[config.mk]
export PLATFORM = sky130hd
export DESIGN_NAME = relu_map_sched
export DESIGN_NICKNAME = d
export VERILOG_FILES = /design/src/rtl/relu_map_sched_pkg.sv /design/src/rtl/relu_map_sched_lane.sv /design/src/rtl/relu_map_sched.sv
export SDC_FILE = /design/constraint.sdc
export NUM_CORES = 1
export LEC_CHECK = 0
export BUFFER_PORTS_ARGS = -buffer_cell sky130_fd_sc_hd__buf_4
export CORE_ASPECT_RATIO = 0.6
export CORE_MARGIN = 5
export CORE_UTILIZATION = 40
export DETAILED_ROUTE_END_ITERATION = 12
export SETUP_SLACK_MARGIN = 0.2
export SLEW_MARGIN = 10
export SYNTH_ARGS = -nofsm -noshare
export SYNTH_HDL_FRONTEND = slang
export SYNTH_SLANG_ARGS = --single-unit
[constraint.sdc]
create_clock -name clk -period 3.5 [get_ports clk]
set_clock_uncertainty 0.1 [all_clocks]
set_input_delay 0.525 -clock clk [delete_from_list [all_inputs] [get_ports clk]]
set_output_delay 0.525 -clock clk [all_outputs]
set_load 0.05 [all_outputs]
[src/rtl/relu_map_sched_pkg.sv]
// Shared types and helpers for the row-sequenced ReLU/requantization controller.
package relu_map_sched_pkg;

    typedef enum logic [1:0] {
        IDLE  = 2'd0,
        RUN   = 2'd1,
        DRAIN = 2'd2,
        DONE  = 2'd3
    } state_t;

    // LSB of element j in a row packed at w bits per element
    function automatic int elem_lsb(input int j, input int w);
        return j * w;
    endfunction

    // Largest positive value of a signed out_w-bit result
    function automatic int sat_max(input int out_w);
        return (1 << (out_w - 1)) - 1;
    endfunction

endpackage

[src/rtl/relu_map_sched_lane.sv]
// One ReLU/shift/saturate lane: negative -> 0, else arithmetic shift clamped to max positive.
// Latency: combinational.
// Backpressure: none, pure function of its inputs.
module relu_lane
    import relu_map_sched_pkg::*;
#(
    parameter int BUF_WIDTH = 26,
    parameter int OUT_WIDTH = 8,
    parameter int SHIFT_W   = 5
) (
    input  logic signed [BUF_WIDTH-1:0] x,
    input  logic        [SHIFT_W-1:0]   shift,
    output logic        [OUT_WIDTH-1:0] y,
    output logic                        is_neg,
    output logic                        is_sat
);

    localparam logic signed [BUF_WIDTH-1:0] SAT = BUF_WIDTH'(sat_max(OUT_WIDTH));

    logic signed [BUF_WIDTH-1:0] shifted;

    // Shifts past the element width sign-fill, so non-negative inputs become 0
    assign shifted = x >>> shift;

    always_comb begin
        is_neg = x[BUF_WIDTH-1];
        is_sat = !is_neg && (shifted > SAT);
        y      = shifted[OUT_WIDTH-1:0];
        if (is_neg) begin
            y = '0;
        end else if (is_sat) begin
            y = SAT[OUT_WIDTH-1:0];
        end
    end

endmodule

[src/rtl/relu_map_sched.sv]
// Reads a MAP_SIZE x MAP_SIZE map row by row, applies MAP_SIZE ReLU lanes, writes 8-bit rows.
// Latency: first write 3 cycles after start, one row per cycle, done at MAP_SIZE+3.
// Backpressure: none; buffers must accept a read and a write every cycle, start ignored unless idle.
module relu_map_sched
    import relu_map_sched_pkg::*;
#(
    parameter int BUF_WIDTH = 26,
    parameter int OUT_WIDTH = 8,
    parameter int MAP_SIZE  = 16,
    parameter int SHIFT_W   = 5,
    parameter int AW        = $clog2(MAP_SIZE),
    parameter int NEG_W     = $clog2(MAP_SIZE * MAP_SIZE + 1)
) (
    input  logic                            clk,
    input  logic                            rst_n,
    input  logic                            start,
    input  logic [SHIFT_W-1:0]              cfg_shift,
    output logic                            busy,
    output logic                            done,
    output logic                            rd_en,
    output logic [AW-1:0]                   rd_addr,
    input  logic [MAP_SIZE*BUF_WIDTH-1:0]   rd_data,
    output logic                            wr_en,
    output logic [AW-1:0]                   wr_addr,
    output logic [MAP_SIZE*OUT_WIDTH-1:0]   wr_data,
    output logic [NEG_W-1:0]                neg_cnt,
    output logic                            sat_flag
);

    state_t                       state, state_nxt;
    logic [AW-1:0]                row;
    logic                         drain_cnt;
    logic [SHIFT_W-1:0]           shift_q;
    logic                         start_acc;
    logic                         rd_vld_q;
    logic [AW-1:0]                rd_addr_q;
    logic [MAP_SIZE-1:0]          lane_neg;
    logic [MAP_SIZE-1:0]          lane_sat;
    logic [MAP_SIZE*OUT_WIDTH-1:0] lane_y;
    logic [NEG_W-1:0]             row_neg;

    always_comb begin
        state_nxt = state;
        start_acc = 1'b0;
        unique case (state)
            IDLE: begin
                if (start) begin
                    state_nxt = RUN;
                    start_acc = 1'b1;
                end
            end
            RUN:   if (row == AW'(MAP_SIZE - 1)) state_nxt = DRAIN;
            DRAIN: if (drain_cnt) state_nxt = DONE;
            DONE:  state_nxt = IDLE;
            default: state_nxt = IDLE;
        endcase
        rd_en = (state == RUN);
        busy  = (state == RUN) || (state == DRAIN);
        done  = (state == DONE);
    end

    assign rd_addr = row;

    always_ff @(posedge clk or negedge rst_n) begin
        if (!rst_n) begin
            state     <= IDLE;
            row       <= '0;
            drain_cnt <= 1'b0;
            shift_q   <= '0;
        end else begin
            state     <= state_nxt;
            drain_cnt <= (state == DRAIN) ? ~drain_cnt : 1'b0;
            if (start_acc) begin
                row     <= '0;
                shift_q <= cfg_shift;
            end else if (state == RUN) begin
                row <= row + 1'b1;
            end
        end
    end

    for (genvar j = 0; j < MAP_SIZE; j++) begin : g_lane
        relu_lane #(
            .BUF_WIDTH (BUF_WIDTH),
            .OUT_WIDTH (OUT_WIDTH),
            .SHIFT_W   (SHIFT_W)
        ) u_lane (
            .x      (rd_data[elem_lsb(j, BUF_WIDTH) +: BUF_WIDTH]),
            .shift  (shift_q),
            .y      (lane_y[elem_lsb(j, OUT_WIDTH) +: OUT_WIDTH]),
            .is_neg (lane_neg[j]),
            .is_sat (lane_sat[j])
        );
    end

    always_comb begin
        row_neg = '0;
        for (int j = 0; j < MAP_SIZE; j++) begin
            row_neg = row_neg + NEG_W'(lane_neg[j]);
        end
    end

    // rd_vld_q/rd_addr_q line up with rd_data; the write stage is the single result register
    always_ff @(posedge clk or negedge rst_n) begin
        if (!rst_n) begin
            rd_vld_q  <= 1'b0;
            rd_addr_q <= '0;
            wr_en     <= 1'b0;
            wr_addr   <= '0;
            wr_data   <= '0;
            neg_cnt   <= '0;
            sat_flag  <= 1'b0;
        end else begin
            rd_vld_q  <= rd_en;
            rd_addr_q <= rd_addr;
            wr_en     <= rd_vld_q;
            if (rd_vld_q) begin
                wr_addr <= rd_addr_q;
                wr_data <= lane_y;
            end
            if (start_acc) begin
                neg_cnt  <= '0;
                sat_flag <= 1'b0;
            end else if (rd_vld_q) begin
                neg_cnt  <= neg_cnt + row_neg;
                sat_flag <= sat_flag | (|lane_sat);
            end
        end
    end

endmodule

==> impl_results.md <==
* P_int at 21.8 mW
* Reg-to-reg critical path endpoint: neg_cnt[8]
* DRC viols at 0
* Critical path, cell by cell: buf_8 -> fa_2 -> fa_1 -> inv_2 -> fa_1 -> fa_1 -> fa_2 -> fa_2 -> nor2b_1 -> o21ai_1 -> nand2b_1 -> and2_4 -> o211a_4 -> nand3_2 -> xor2_1 -> nor2_1
* Fraction of registers with async set/reset at 100%
* Hold WC Path Type: in -> reg
* CTS tree: done
* EDFF count, synth at 0
* Main area contributors after synthesis: mux4_2, dfrtp_1, mux2i_1
* Max Clk Rate at 248 MHz
* Worst setup path endpoint: neg_cnt[8]
* Crit start category: input pin
* Nets@finish at 4866
* Chip Height at 220 um
* Pins over their slew limit at 0
* Count leader, synth: nand2_1
* PD cells at 1100 mW/mm2
* Worst-skew pair later-pin latency at 0.50 ns
* Total gr overflow at 0
* Post-route non-filler standard cell count at 5414
* Reg-to-Reg Start: neg_cnt[0]
* Netlist cell types at 94
* Mapped Area at 0.0293 mm2
* CP startpoint: rd_data[311]
* Tot GR Track Use at 37.6%
* Min Hold Slack at 0.158 ns
* Area delta synth->final at 45.4%
* Fin worst setup slack at -0.540 ns
* Cells after DPL at 5206
* Setup Viol. Count Final at 27
* Multi-input logic area at 0.0250 mm2
* Logic gate share of total power at 88.0%
* Die ar. at 0.0789 mm2
* PortBufs at 573
* Initial antenna violation count at 18
* Ratio of cells with drive above 1 in the final layout at 46.4%
* Crit path kind: in -> reg
* Top FF cell, synth: dfrtp_1
* Final hold vios at 0
* RSZ-0062 raised after global routing: true
* Maximum vdd ir drop at 0.000698 V
* Seq/Total Area, Yosys at 13.7%
* GPL Wtd Cong at 1.03
* Seq pwr share at 7.4%
* IO Pins at 574
* Fill cell count at 6510
* Crit path time final at 4.04 ns
* Worst path slowest cell: fa_1
* Die width at 359 um
* WL per Instance at 29.1 um
* CP arrival at 4.33 ns
* Core box area at 0.0722 mm2
* Synth Register Bits at 160
* Max-cap violations at 0
* Syn_area_per_cell at 8.40 um2
* Drt initial violations at 4901
* Outcome: complete, but fails checks
* Routed vias at 35600
* Sw Ratio at 53.2%
* Syn nets at 3936
* DP Wirelength at 120000 um
* Post-Route WL at 157000 um
* Clk slew on worst S/H paths at 0.08 ns
* Hold depth at 3
* Cells after synthesis at 3486
* Slew @ Worst Pin at 1.00 ns
* Vias in the first global route at 33300
* Period utilisation layout at 115%
* Core Util, Final at 59.0%
* Total CTS buffers at 17
* WP data required at 3.79 ns
* Relative slew slack at 33.1%
* Failing checks: setup timing
* Leading area contributor after synthesis: mux4_2
* Static leakage at 18.0 nW
* Initial core utilization at 40.6%
* Placement Cell Area at 0.0376 mm2
* FF-to-FF path depth at 14
* Ys Warns at 0
* First-pass GRT wire length at 225000 um
* CTS Sinks at 160
* Num rows at 76
* Non-Filler Cell Area, Final at 0.0426 mm2
* Antenna-violating nets left at 0
* Worst-path maximum fanout at 2
* Largest net degree at the start of global routing at 87
* Clock group share of total power at 4.6%
* Vias per Instance at 6.58
* Root Driver: clkbuf_16
* Longest Clk Path Bufs at 2
* R2R Setup Slk at -0.26 ns
* Initial DRT Pass Iterations at 8
* Worst setup EP type: flip-flop
* Area fraction of the dominant cell type after synthesis at 17.8%
* Synth cell count leaders: nand2_1, mux2i_1, nor2_1
* Setup TNS at -4.63 ns
* CP peak stage delay at 0.53 ns
* Reg area at 0.00403 mm2
* Net Sw Power at 24.8 mW
* H-tree levels at 4
==> cells in the final DEF (no fill, tap or decap), types with 28 or more instances in the layout <==
cell,count
a211oi_1,79
a21oi_1,227
a22oi_1,31
and2_1,28
buf_12,60
buf_4,1101
buf_6,59
dfrtp_1,154
inv_1,103
mux2_2,171
mux2i_1,318
mux2i_2,31
mux4_2,231
nand2_1,381
nand2b_1,30
nand3_1,31
nor2_1,261
nor2b_1,44
nor3_1,32
o211ai_1,46
o21ai_0,174
o22ai_1,118
==> logic make-up after synthesis <==
group / count (synthesis) / synth area share (%)
DFF: 160 / 13.7
AOI/OAI and AO/OA: 1062 / 24.0
buffers and inverters: 468 / 7.97
adders and majority gates: 26 / 1.42
and+or+nand+nor: 974 / 15.1
muxes: 787 / 37.6
xor gates and xnor gates: 9 / 0.269
==> area by class of cell <==
cell class	instances	share of cell area (%)
Multi-Input combinational cell	2858	58.8
Timing Repair Buffer	1266	26.2
Clock inverter	15	0.494
Sequential cell	160	9.46
Inverter	113	1.09
Antenna cell	10	0.0588
Clock buffer	17	0.999
Tap cell	975	2.86
==> per-layer routing <==
| layer | GRT usage, % | up-vias | routed length, um |
|---|---|---|---|
| met5 | 0 | - | 115 |
| met3 | 13.5 | 367 | 20800 |
| li1 | - | 15400 | - |
| met1 | 50.7 | 17300 | 62900 |
| met2 | 54.9 | 2620 | 66400 |
| met4 | 14.9 | 18 | 7160 |
==> per-stage QoR <==
stage,power (mW),worst slack [ns]
2_1_floorplan,25.0,-0.831
3_3_place_gp,37.8,-1.07
3_5_place_dp,37.8,-1.10
4_1_cts,43.0,-0.471
5_1_grt,48.6,-0.673
6_report,46.6,-0.540
==> worst min-delay path by stage <==
| stage | from | to | slack, ns |
|---|---|---|---|
| detailed placement | drain_cnt | drain_cnt | 0.30 |
| CTS | cfg_shift[4] | shift_q[4] | 0.14 |
| global placement | drain_cnt | drain_cnt | 0.31 |
| global route | cfg_shift[4] | shift_q[4] | 0.15 |
| finish | cfg_shift[4] | shift_q[4] | 0.16 |
| floorplan | rst_n | drain_cnt | 0.13 |
==> power groups by stage <==
stage,Combinational [mW],Sequential [mW],Clock [mW]
2_1_floorplan,19.8,5.23,0
5_1_grt,42.9,3.49,2.24
3_5_place_dp,34.3,3.49,0
3_3_place_gp,34.3,3.47,0
4_1_cts,37.4,3.42,2.16
6_report,41.1,3.44,2.14
==> sequential cells by signal, summed over array words and instances, names as in the netlist, 2 cells and up <==
| register | cells |
|---|---|
| neg_cnt | 9 |
| rd_addr | 4 |
| rd_addr_q | 4 |
| shift_q | 5 |
| state | 2 |
| wr_addr | 4 |
| wr_data | 128 |
==> timing repair <==
item | 4_1_cts | 5_1_grt
pin swaps | 56 | 101
resized for setup | 252 | 309
gates cloned | 15 | 4
hold endpoints to repair | 2 | 0
hold buffers | 1 | 0
buffers inserted | 77 | 69
setup endpoints to repair | 90 | 117
==> critical path, delay by kind of cell <==
| family | cells | cell delay [ns] |
|---|---|---|
| buffers and inverters | 2 | 0.15 |
| XOR/XNOR | 1 | 0.14 |
| AND/OR/NAND/NOR | 5 | 0.53 |
| AO/OA/AOI/OAI | 2 | 0.24 |
| adder cells (fa/ha/maj) | 6 | 2.75 |
No activity file was read; power rests on OpenSTA's default activity.
